$ cat config.mk
export PLATFORM = sky130hd
export DESIGN_NAME = mult32_seq
export DESIGN_NICKNAME = d
export VERILOG_FILES = /design/src/rtl/mult32_seq_pkg.sv /design/src/rtl/mult32_seq_shift32.sv /design/src/rtl/mult32_seq.sv
export SDC_FILE = /design/constraint.sdc
export NUM_CORES = 1
export LEC_CHECK = 0
export ABC_AREA = 1
export CAP_MARGIN = 20
export CELL_PAD_IN_SITES_DETAIL_PLACEMENT = 1
export CELL_PAD_IN_SITES_GLOBAL_PLACEMENT = 2
export CORE_UTILIZATION = 26
export CTS_CLUSTER_DIAMETER = 40
export DETAILED_ROUTE_END_ITERATION = 6
export PLACE_DENSITY = 0.88
export SYNTH_ARGS = -nofsm -noshare
export SYNTH_HDL_FRONTEND = slang
export SYNTH_SLANG_ARGS = --single-unit
$ cat constraint.sdc
create_clock -name CLK -period 1.9 [get_ports CLK]
set_input_delay 0.19 -clock CLK [delete_from_list [all_inputs] [get_ports CLK]]
set_output_delay 0.19 -clock CLK [all_outputs]
set_load 0.05 [all_outputs]
$ cat src/rtl/mult32_seq_pkg.sv
// mult32_seq_pkg: shared state encodings and iteration constants for mult32_seq
package mult32_seq_pkg;
  typedef enum logic [1:0] {S_IDLE, S_RUN, S_FIX, S_DONE} state_t;
  localparam int ITERS = 32;
  localparam int CNT_W = $clog2(ITERS);
endpackage

$ cat src/rtl/mult32_seq_shift32.sv
// shift32: 32-bit logical barrel shifter, LnR=1 shifts left, LnR=0 shifts right by S
module shift32 (
  input  logic [31:0] D,
  input  logic        LnR,
  input  logic [4:0]  S,
  output logic [31:0] Q
);
  assign Q = LnR ? D << S : D >> S;
endmodule

$ cat src/rtl/mult32_seq.sv
// mult32_seq: sequential shift-add 32x32 multiplier, signed or unsigned, fixed 34-cycle latency
module mult32_seq
  import mult32_seq_pkg::*;
#(
  parameter int WIDTH = 32
) (
  input  logic             CLK,
  input  logic             RST,
  input  logic             START,
  input  logic             SIGNED,
  input  logic [WIDTH-1:0] A,
  input  logic [WIDTH-1:0] B,
  output logic             BUSY,
  output logic             DONE,
  output logic [WIDTH-1:0] HI,
  output logic [WIDTH-1:0] LO
);
  state_t               r_state, w_next;
  logic [WIDTH-1:0]     r_m, r_hi, r_lo;
  logic                 r_c, r_neg, r_done;
  logic [CNT_W-1:0]     r_cnt;
  logic [WIDTH:0]       w_sum;
  logic [WIDTH-1:0]     w_lo_sh, w_abs_a, w_abs_b;
  logic [2*WIDTH-1:0]   w_neg;
  assign w_abs_a = (SIGNED & A[WIDTH-1]) ? -A : A;
  assign w_abs_b = (SIGNED & B[WIDTH-1]) ? -B : B;
  assign w_sum   = r_lo[0] ? {r_c, r_hi} + {1'b0, r_m} : {1'b0, r_hi};
  assign w_neg   = -{r_hi, r_lo};
  shift32 u_shift (
    .D   (r_lo),
    .LnR (1'b0),
    .S   (5'd1),
    .Q   (w_lo_sh)
  );
  assign BUSY = (r_state == S_RUN) || (r_state == S_FIX);
  assign DONE = r_done;
  assign HI   = r_hi;
  assign LO   = r_lo;
  // state register
  always_ff @(posedge CLK) begin
    if (RST) r_state <= S_IDLE;
    else r_state <= w_next;
  end
  // next-state logic: 32 RUN cycles, one FIX cycle, one DONE cycle
  always_comb begin
    w_next = r_state;
    case (r_state)
      S_IDLE:  w_next = START ? S_RUN : S_IDLE;
      S_RUN:   w_next = (r_cnt == CNT_W'(ITERS - 1)) ? S_FIX : S_RUN;
      S_FIX:   w_next = S_DONE;
      default: w_next = S_IDLE;
    endcase
  end
  // datapath: operand latch, shift-add iterations, sign fix-up; DONE pulse is registered off the DONE state
  always_ff @(posedge CLK) begin
    if (RST) begin
      r_m    <= '0;
      r_hi   <= '0;
      r_lo   <= '0;
      r_c    <= 1'b0;
      r_neg  <= 1'b0;
      r_cnt  <= '0;
      r_done <= 1'b0;
    end else begin
      r_done <= (r_state == S_DONE);
      case (r_state)
        S_IDLE: if (START) begin
          r_m   <= w_abs_a;
          r_lo  <= w_abs_b;
          r_hi  <= '0;
          r_c   <= 1'b0;
          r_neg <= SIGNED & (A[WIDTH-1] ^ B[WIDTH-1]);
          r_cnt <= '0;
        end
        S_RUN: begin
          {r_c, r_hi} <= {1'b0, w_sum[WIDTH:1]};
          r_lo        <= w_lo_sh | {w_sum[0], {(WIDTH-1){1'b0}}};
          r_cnt       <= r_cnt + 1'b1;
        end
        S_FIX: if (r_neg) {r_hi, r_lo} <= w_neg;
        default: ;
      endcase
    end
  end
endmodule
==> reports/results.tsv, run 1 <==
stage	metric	value	unit
placed_design	place_area	0.0158	mm2
layout	drive_gt1_share	37.6	%
layout	nNetsFinal	2601	
detailed_routing	drtAntennaViolNets	0	
placed_design	post-dp-hpwl	46800	um
timing	period_needed	2.07	ns
logic_synthesis	ys_ff_latch	105	
floorplan	start_util	26.6	%
logic_synthesis	syn_nets	2081	
logic_synthesis	synthTopCellsByArea	nand2_1 (19%), dfxtp_1 (19%), inv_1 (9.7%), nor2_1 (7.9%), a21oi_1 (7.3%)	
timing	hold_slack	0.296	ns
placed_design	place_inst	2970	
detailed_routing	vias_per_cell	5.17	
timing	setup_violations	35	
detailed_routing	routedWlPerCell	20.2	um
cts	clock_sinks	105	
logic_synthesis	synth_cells	1971	
floorplan	die_h	207	um
timing	finalHoldViolCount	0	
setup_path	crit_path_frequent_cell	nand2_1	
timing	worst_pin_slew	0.602	ns
cts	cts_hold_buf	0	
outcome	status	complete, but fails checks	
floorplan	num_rows	74	
worst_hold_path	hp-class	in2reg	
setup_path	crit_family	simple AND/OR/NAND/NOR gates	
power	power.density	469	mW/mm2
power	leakagePower	8.80	nW
global_routing	grt_pass1_vias	16000	
timing	slew_headroom	59.7	%
setup_path	cp_cell_sequence	buf_4 > nor2_1 > nand2_1 > nor2_4 > nand2_1 > nor3_2 > buf_4 > or2_2 > nand3_1 > nand2_1 > nand2_1 > a21oi_1	
cts	clock_latency	0.40	ns
detailed_routing	drtIter0Drc	946	
layout	diodes	0	
cts	clockBufferDepth	2	
floorplan	die-area	0.0430	mm2
logic_synthesis	yosys.area.top_type	nand2_1	
logic_synthesis	synth_top_area_share	19.3	%
floorplan	die_w	207	um
setup_path	arrival	2.40	ns
setup_path	crit_fanout	4	
detailed_routing	routed_wl	61300	um
logic_synthesis	ys_types	53	
floorplan	core	0.0412	mm2
setup_path	crit_type	reg2reg	
timing	finalClockSkew	0.0201	ns
timing	rsz0062_at_grt	true	
cts	clk_pin_slew_worst_paths	0.10	ns
logic_synthesis	yosysMostFrequentCell	nand2_1	
logic_synthesis	synth_enable_flop_cells	0	
cts	root_buffer	clkbuf_16	
power	ir_drop	0.000375	V
setup_path	path_buf_inv	2	
layout	stdcell_count	3028	
layout	final_area	0.0184	mm2
logic_synthesis	synth-warning-count	0	
layout	syn_to_final_growth	68.2	%
cts	cts_tree	built	
placed_design	pre_cts_slack	-0.443	ns
setup_path	critPathLaunchType	flop	
timing	min_period_over_period	109	%
setup_path	worstPathRequired	2.23	ns
setup_path	crit_slowest_cell	dfxtp_2	
layout	fill_cells	5330	
global_routing	grt_max_degree	55	
logic_synthesis	ys.flop_type	dfxtp_1	
cts	cts-buffers-inserted	9	
detailed_routing	route.detailed.drc	0	
floorplan	ioPinCount	134	
logic_synthesis	ys_seq_area_share	19.2	%
logic_synthesis	mappedNetlistArea	0.0110	mm2
logic_synthesis	ys_top_cells_by_count	nand2_1 (563), inv_1 (283), nor2_1 (230), a21oi_1 (159), nand3_1 (157)	
timing	final.setup.worst_slack	-0.167	ns
timing	maxSlewViolCount	0	
logic_synthesis	postSynthAreaPerCell	5.56	um2
setup_path	cpPeakStageDelay	0.35	ns
detailed_routing	vias	15700	
job	maxCapViolations	0	
timing	max_freq	0.484	GHz
global_routing	antenna_found_initial	2	
cts	h-tree-depth	3	
placed_design	io_buffer_count	133	
detailed_routing	drt-pass1-iter-count	5	
global_routing	overflow	0	
outcome	failed_checks	setup timing	
global_routing	grt_util_all_layers	26.9	%
placed_design	place_congestion	0.961	
global_routing	grt_pass1_wl	90300	um
logic_synthesis	async_flop_share	0	%
setup_path	cp-end-kind	flop	
layout	final_util	44.7	%
==> kinds of logic (layout without fill, tap and decap cells) <==
logic type / count (synthesis) / after routing / synth area share, %
xor gates and xnor gates: 41 / 41 / 3.28
and+or+nand+nor: 1066 / 1066 / 41.8
DFF: 105 / 105 / 19.2
buffers and inverters: 349 / 874 / 12.3
adders and majority gates: 42 / 42 / 4.86
AOI/OAI and AO/OA: 368 / 368 / 18.6
==> worst register-to-register path, cell delays in order, from the launching register on <==
cell and delay [ns]:
dfxtp_2 0.35, buf_4 0.15, nor2_1 0.21, nand2_1 0.19
nor2_4 0.14, nand2_1 0.13, nor3_2 0.21, buf_4 0.16
or2_2 0.09, nand3_1 0.08, nand2_1 0.11, nand2_1 0.05
a21oi_1 0.13
==> state kept, by name, summed over array words and instances (netlist names) <==
name     count
HI          32
r_neg        1
LO          32
r_state      2
DONE         1
r_m         32
r_cnt        5
==> where the power goes <==
group          switching, mW  leakage (nW)  internal [mW]
clock                   1.12         0.157           1.08
sequential             0.222         0.895           2.34
combinational           2.30          7.75           1.59
==> metrics by stage <==
stage | power (mW) | setup TNS [ns]
final | 8.65 | -2.72
after global routing | 8.97 | -7.13
after CTS | 8.29 | -1.36
after global placement | 5.78 | -11.80
after floorplan | 4.12 | -0.517
after detailed placement | 5.86 | -16.17
==> what timing repair did <==
item / 4_1_cts / 5_1_grt
gates cloned: 0 / 2
pin swaps: 84 / 86
setup buffers: 20 / 23
endpoints found under the setup margin: 80 / 70
endpoints found under the hold margin: 0 / 0
resized for setup: 311 / 251
==> area by class of cell <==
cell class	instances	area (um2)	area share (%)
multi-input cells	1517	9320	50.6
clock inverters	7	106	0.577
flip-flops and latches	105	2240	12.1
repair buffers	565	4740	25.7
well taps	532	666	3.61
inverters	293	1140	6.19
clock buffers	9	225	1.22
==> final timing paths <==
| check | end | cells past startpoint | startpoint | slack, ns |
|---|---|---|---|---|
| setup / recovery | HI[14] | 12 | HI[6] | -0.17 |
| setup reg to reg | HI[14] | 12 | HI[6] | -0.17 |
| hold / removal | LO[2] | 4 | B[2] | 0.30 |
| hold reg to reg | r_cnt[1] | 2 | r_cnt[1] | 0.50 |
==> routing by layer <==
layer | share of wire [%] | up-vias | global-route usage [%]
li1 | - | 7419 | -
met4 | 4.1 | 0 | 10.8
met3 | 4.9 | 137 | 2.71
met1 | 44 | 7626 | 35.0
met5 | 0 | - | 0
met2 | 47 | 487 | 45.5
==> cells in the final DEF, fill, tap and decap left out, types with 39 or more instances in the layout <==
cell type	netlist	layout
a21oi_1	159	125
nand3_1	157	122
clkdlybuf4s50_1	0	68
inv_1	283	255
nor2_2	11	56
nand2_1	563	474
dfxtp_1	105	43
o21ai_0	118	91
dfxtp_2	0	39
nand2_2	10	77
nor2_4	9	46
nor2_1	230	148
buf_4	1	419
(Power assumes the default switching activity.)
==> run 2: changes to the inputs <==
--- a/config.mk
+++ b/config.mk
@@ -9,6 +9,7 @@
 export CAP_MARGIN = 20
 export CELL_PAD_IN_SITES_DETAIL_PLACEMENT = 1
 export CELL_PAD_IN_SITES_GLOBAL_PLACEMENT = 2
+export CORE_MARGIN = 5
 export CORE_UTILIZATION = 26
 export CTS_CLUSTER_DIAMETER = 40
 export DETAILED_ROUTE_END_ITERATION = 6
==> run 2 against run 1 <==
Compared with the run above:
- the flow still finishes with violations (setup timing)
- wire length is 1.9% higher
- clock power down 4%
- critical path depth is 2 higher
- worst setup slack got worse by 0.040 ns
- register-to-register slack worse by 0.04 ns
- first-iteration DRC count grew 12%
- critical endpoint is now HI[19]
- total power shrank 0.15%
- hold slack worse by 0.013 ns
==> reports/results.tsv, run 2 (same netlist as run 1, synthesis figures left out) <==
stage	metric	value	unit
detailed_routing	vias_per_cell	5.17	
setup_path	worstPathRequired	2.18	ns
timing	period_needed	2.11	ns
layout	stdcell_count	3036	
timing	worst_pin_slew	0.604	ns
layout	diodes	0	
detailed_routing	drt-pass1-iter-count	5	
detailed_routing	drtAntennaViolNets	0	
layout	final_area	0.0187	mm2
layout	nNetsFinal	2602	
floorplan	die_w	215	um
timing	finalHoldViolCount	0	
layout	final_cell_mix	nand2_1 (447), buf_4 (420), inv_1 (253)	
outcome	status	complete, but fails checks	
setup_path	rrSetupSlack	-0.21	ns
floorplan	core	0.0419	mm2
placed_design	post-dp-hpwl	47400	um
power	leakagePower	8.86	nW
cts	root_buffer	clkbuf_16	
outcome	failed_checks	setup timing	
global_routing	grt_pass1_wl	92100	um
setup_path	r2r-start	r_m[0]	
cts	clock_latency	0.41	ns
cts	cts_hold_buf	0	
global_routing	grt_max_degree	59	
setup_path	arrival	2.38	ns
cts	clockBufferDepth	2	
timing	final.setup.worst_slack	-0.207	ns
timing	rsz0062_at_grt	true	
cts	cts_tree	built	
detailed_routing	routed_wl	62400	um
cts	h-tree-depth	3	
global_routing	grt_pass1_vias	16200	
placed_design	place_inst	2979	
timing	maxSlewViolCount	0	
layout	syn_to_final_growth	70.6	%
worst_hold_path	hold_start	RST	
power	power.density	462	mW/mm2
setup_path	rr_endpoint	HI[19]	
setup_path	worstRegToRegCells	14	
placed_design	io_buffer_count	133	
placed_design	pre_cts_slack	-0.469	ns
global_routing	overflow	0	
worst_hold_path	hold_end	HI[30]	
cts	cts-buffers-inserted	9	
timing	max_freq	0.475	GHz
layout	fill_cells	5427	
cts	clk_pin_slew_worst_paths	0.11	ns
floorplan	ioPinCount	134	
timing	setup_violations	33	
timing	setup_tns	-2.50	ns
setup_path	crit_fanout	3	
detailed_routing	route.detailed.drc	0	
setup_path	critPathLaunchType	flop	
detailed_routing	routedWlPerCell	20.6	um
power	power	8.64	mW
job	maxCapViolations	0	
global_routing	antenna_found_initial	2	
floorplan	num_rows	75	
placed_design	place_congestion	0.973	
cts	clock_sinks	105	
layout	drive_gt1_share	40.1	%
floorplan	die-area	0.0464	mm2
global_routing	grt_util_all_layers	25.1	%
layout	layout_commonest_cell	nand2_1	
floorplan	die_h	215	um
worst_hold_path	worstHoldPathCells	3	
detailed_routing	vias	15700	
placed_design	place_area	0.0159	mm2
setup_path	cp-end-kind	flop	
worst_hold_path	hp-class	in2reg	
timing	finalClockSkew	0.0282	ns
floorplan	start_util	26.2	%
timing	min_period_over_period	111	%
timing	slew_headroom	59.6	%
power	ir_drop	0.000388	V
setup_path	crit_type	reg2reg	
detailed_routing	drtIter0Drc	1055	
==> run 2: worst max-delay path by stage <==
| stage | from | to | slack, ns | depth (start not counted) |
|---|---|---|---|---|
| after floorplan | LO[0] | HI[10] | -0.09 | 15 |
| after global placement | r_m[8] | HI[8] | -0.38 | 13 |
| after detailed placement | HI[3] | HI[8] | -0.47 | 16 |
| after CTS | HI[0] | HI[9] | -0.09 | 12 |
| after global routing | r_m[0] | HI[27] | -0.26 | 13 |
| final | r_m[0] | HI[19] | -0.21 | 14 |
==> run 2: repair_timing <==
| action | 4_1_cts | 5_1_grt |
|---|---|---|
| setup buffers | 18 | 27 |
| pin swaps | 62 | 123 |
| setup endpoints to repair | 85 | 64 |
| gates resized for setup | 333 | 314 |
==> run 2: area by class of cell <==
type | count | area, um2 | share of cell area [%]
Timing Repair Buffer | 566 | 4730 | 25.3
Sequential cell | 105 | 2280 | 12.2
Multi-Input combinational cell | 1517 | 9560 | 51.1
Clock buffer | 9 | 225 | 1.20
Clock inverter | 7 | 91.3 | 0.488
Inverter | 293 | 1140 | 6.09
Tap cell | 539 | 674 | 3.61
==> run 2: per-layer routing <==
layer  track usage (%)  part of all wire [%]  vias up  wire length (um)
li1                  -                     -     7419                 -
met4              9.69                   4.3        2              2660
met2              42.3                    47      490             29600
met1              32.0                    43     7626             26800
met5                 0                 0.021        -                13
met3              4.25                   5.4      158              3340
==> run 2: power breakdown <==
group	internal [mW]	leakage, nW	switching (mW)	total (mW)
logic	1.61	7.80	2.34	3.95
registers	2.34	0.902	0.236	2.58
clock network	0.953	0.152	1.16	2.11
total	4.91	8.86	3.73	8.64
==> run 2: stage by stage <==
step           hold slack [ns]  utilization (%)
2_1_floorplan            0.328                -
3_3_place_gp             0.454             37.9
3_5_place_dp             0.465             37.9
4_1_cts                  0.284             41.6
5_1_grt                  0.302             44.7
6_report                 0.283             44.7
==> run 2: worst max-delay path, cell delays in order (launching register included) <==
cell and delay, ns:
dfxtp_2 0.36, ha_4 0.17, fa_2 0.42, nand3_2 0.11, nand3_4 0.11, nand3_4 0.08, nand3_4 0.12, nand3_2 0.11
nand2_2 0.04, nand2_1 0.06, nand3_1 0.08, nand2_1 0.12, nand2_1 0.07, nand2_1 0.06, a21oi_1 0.06
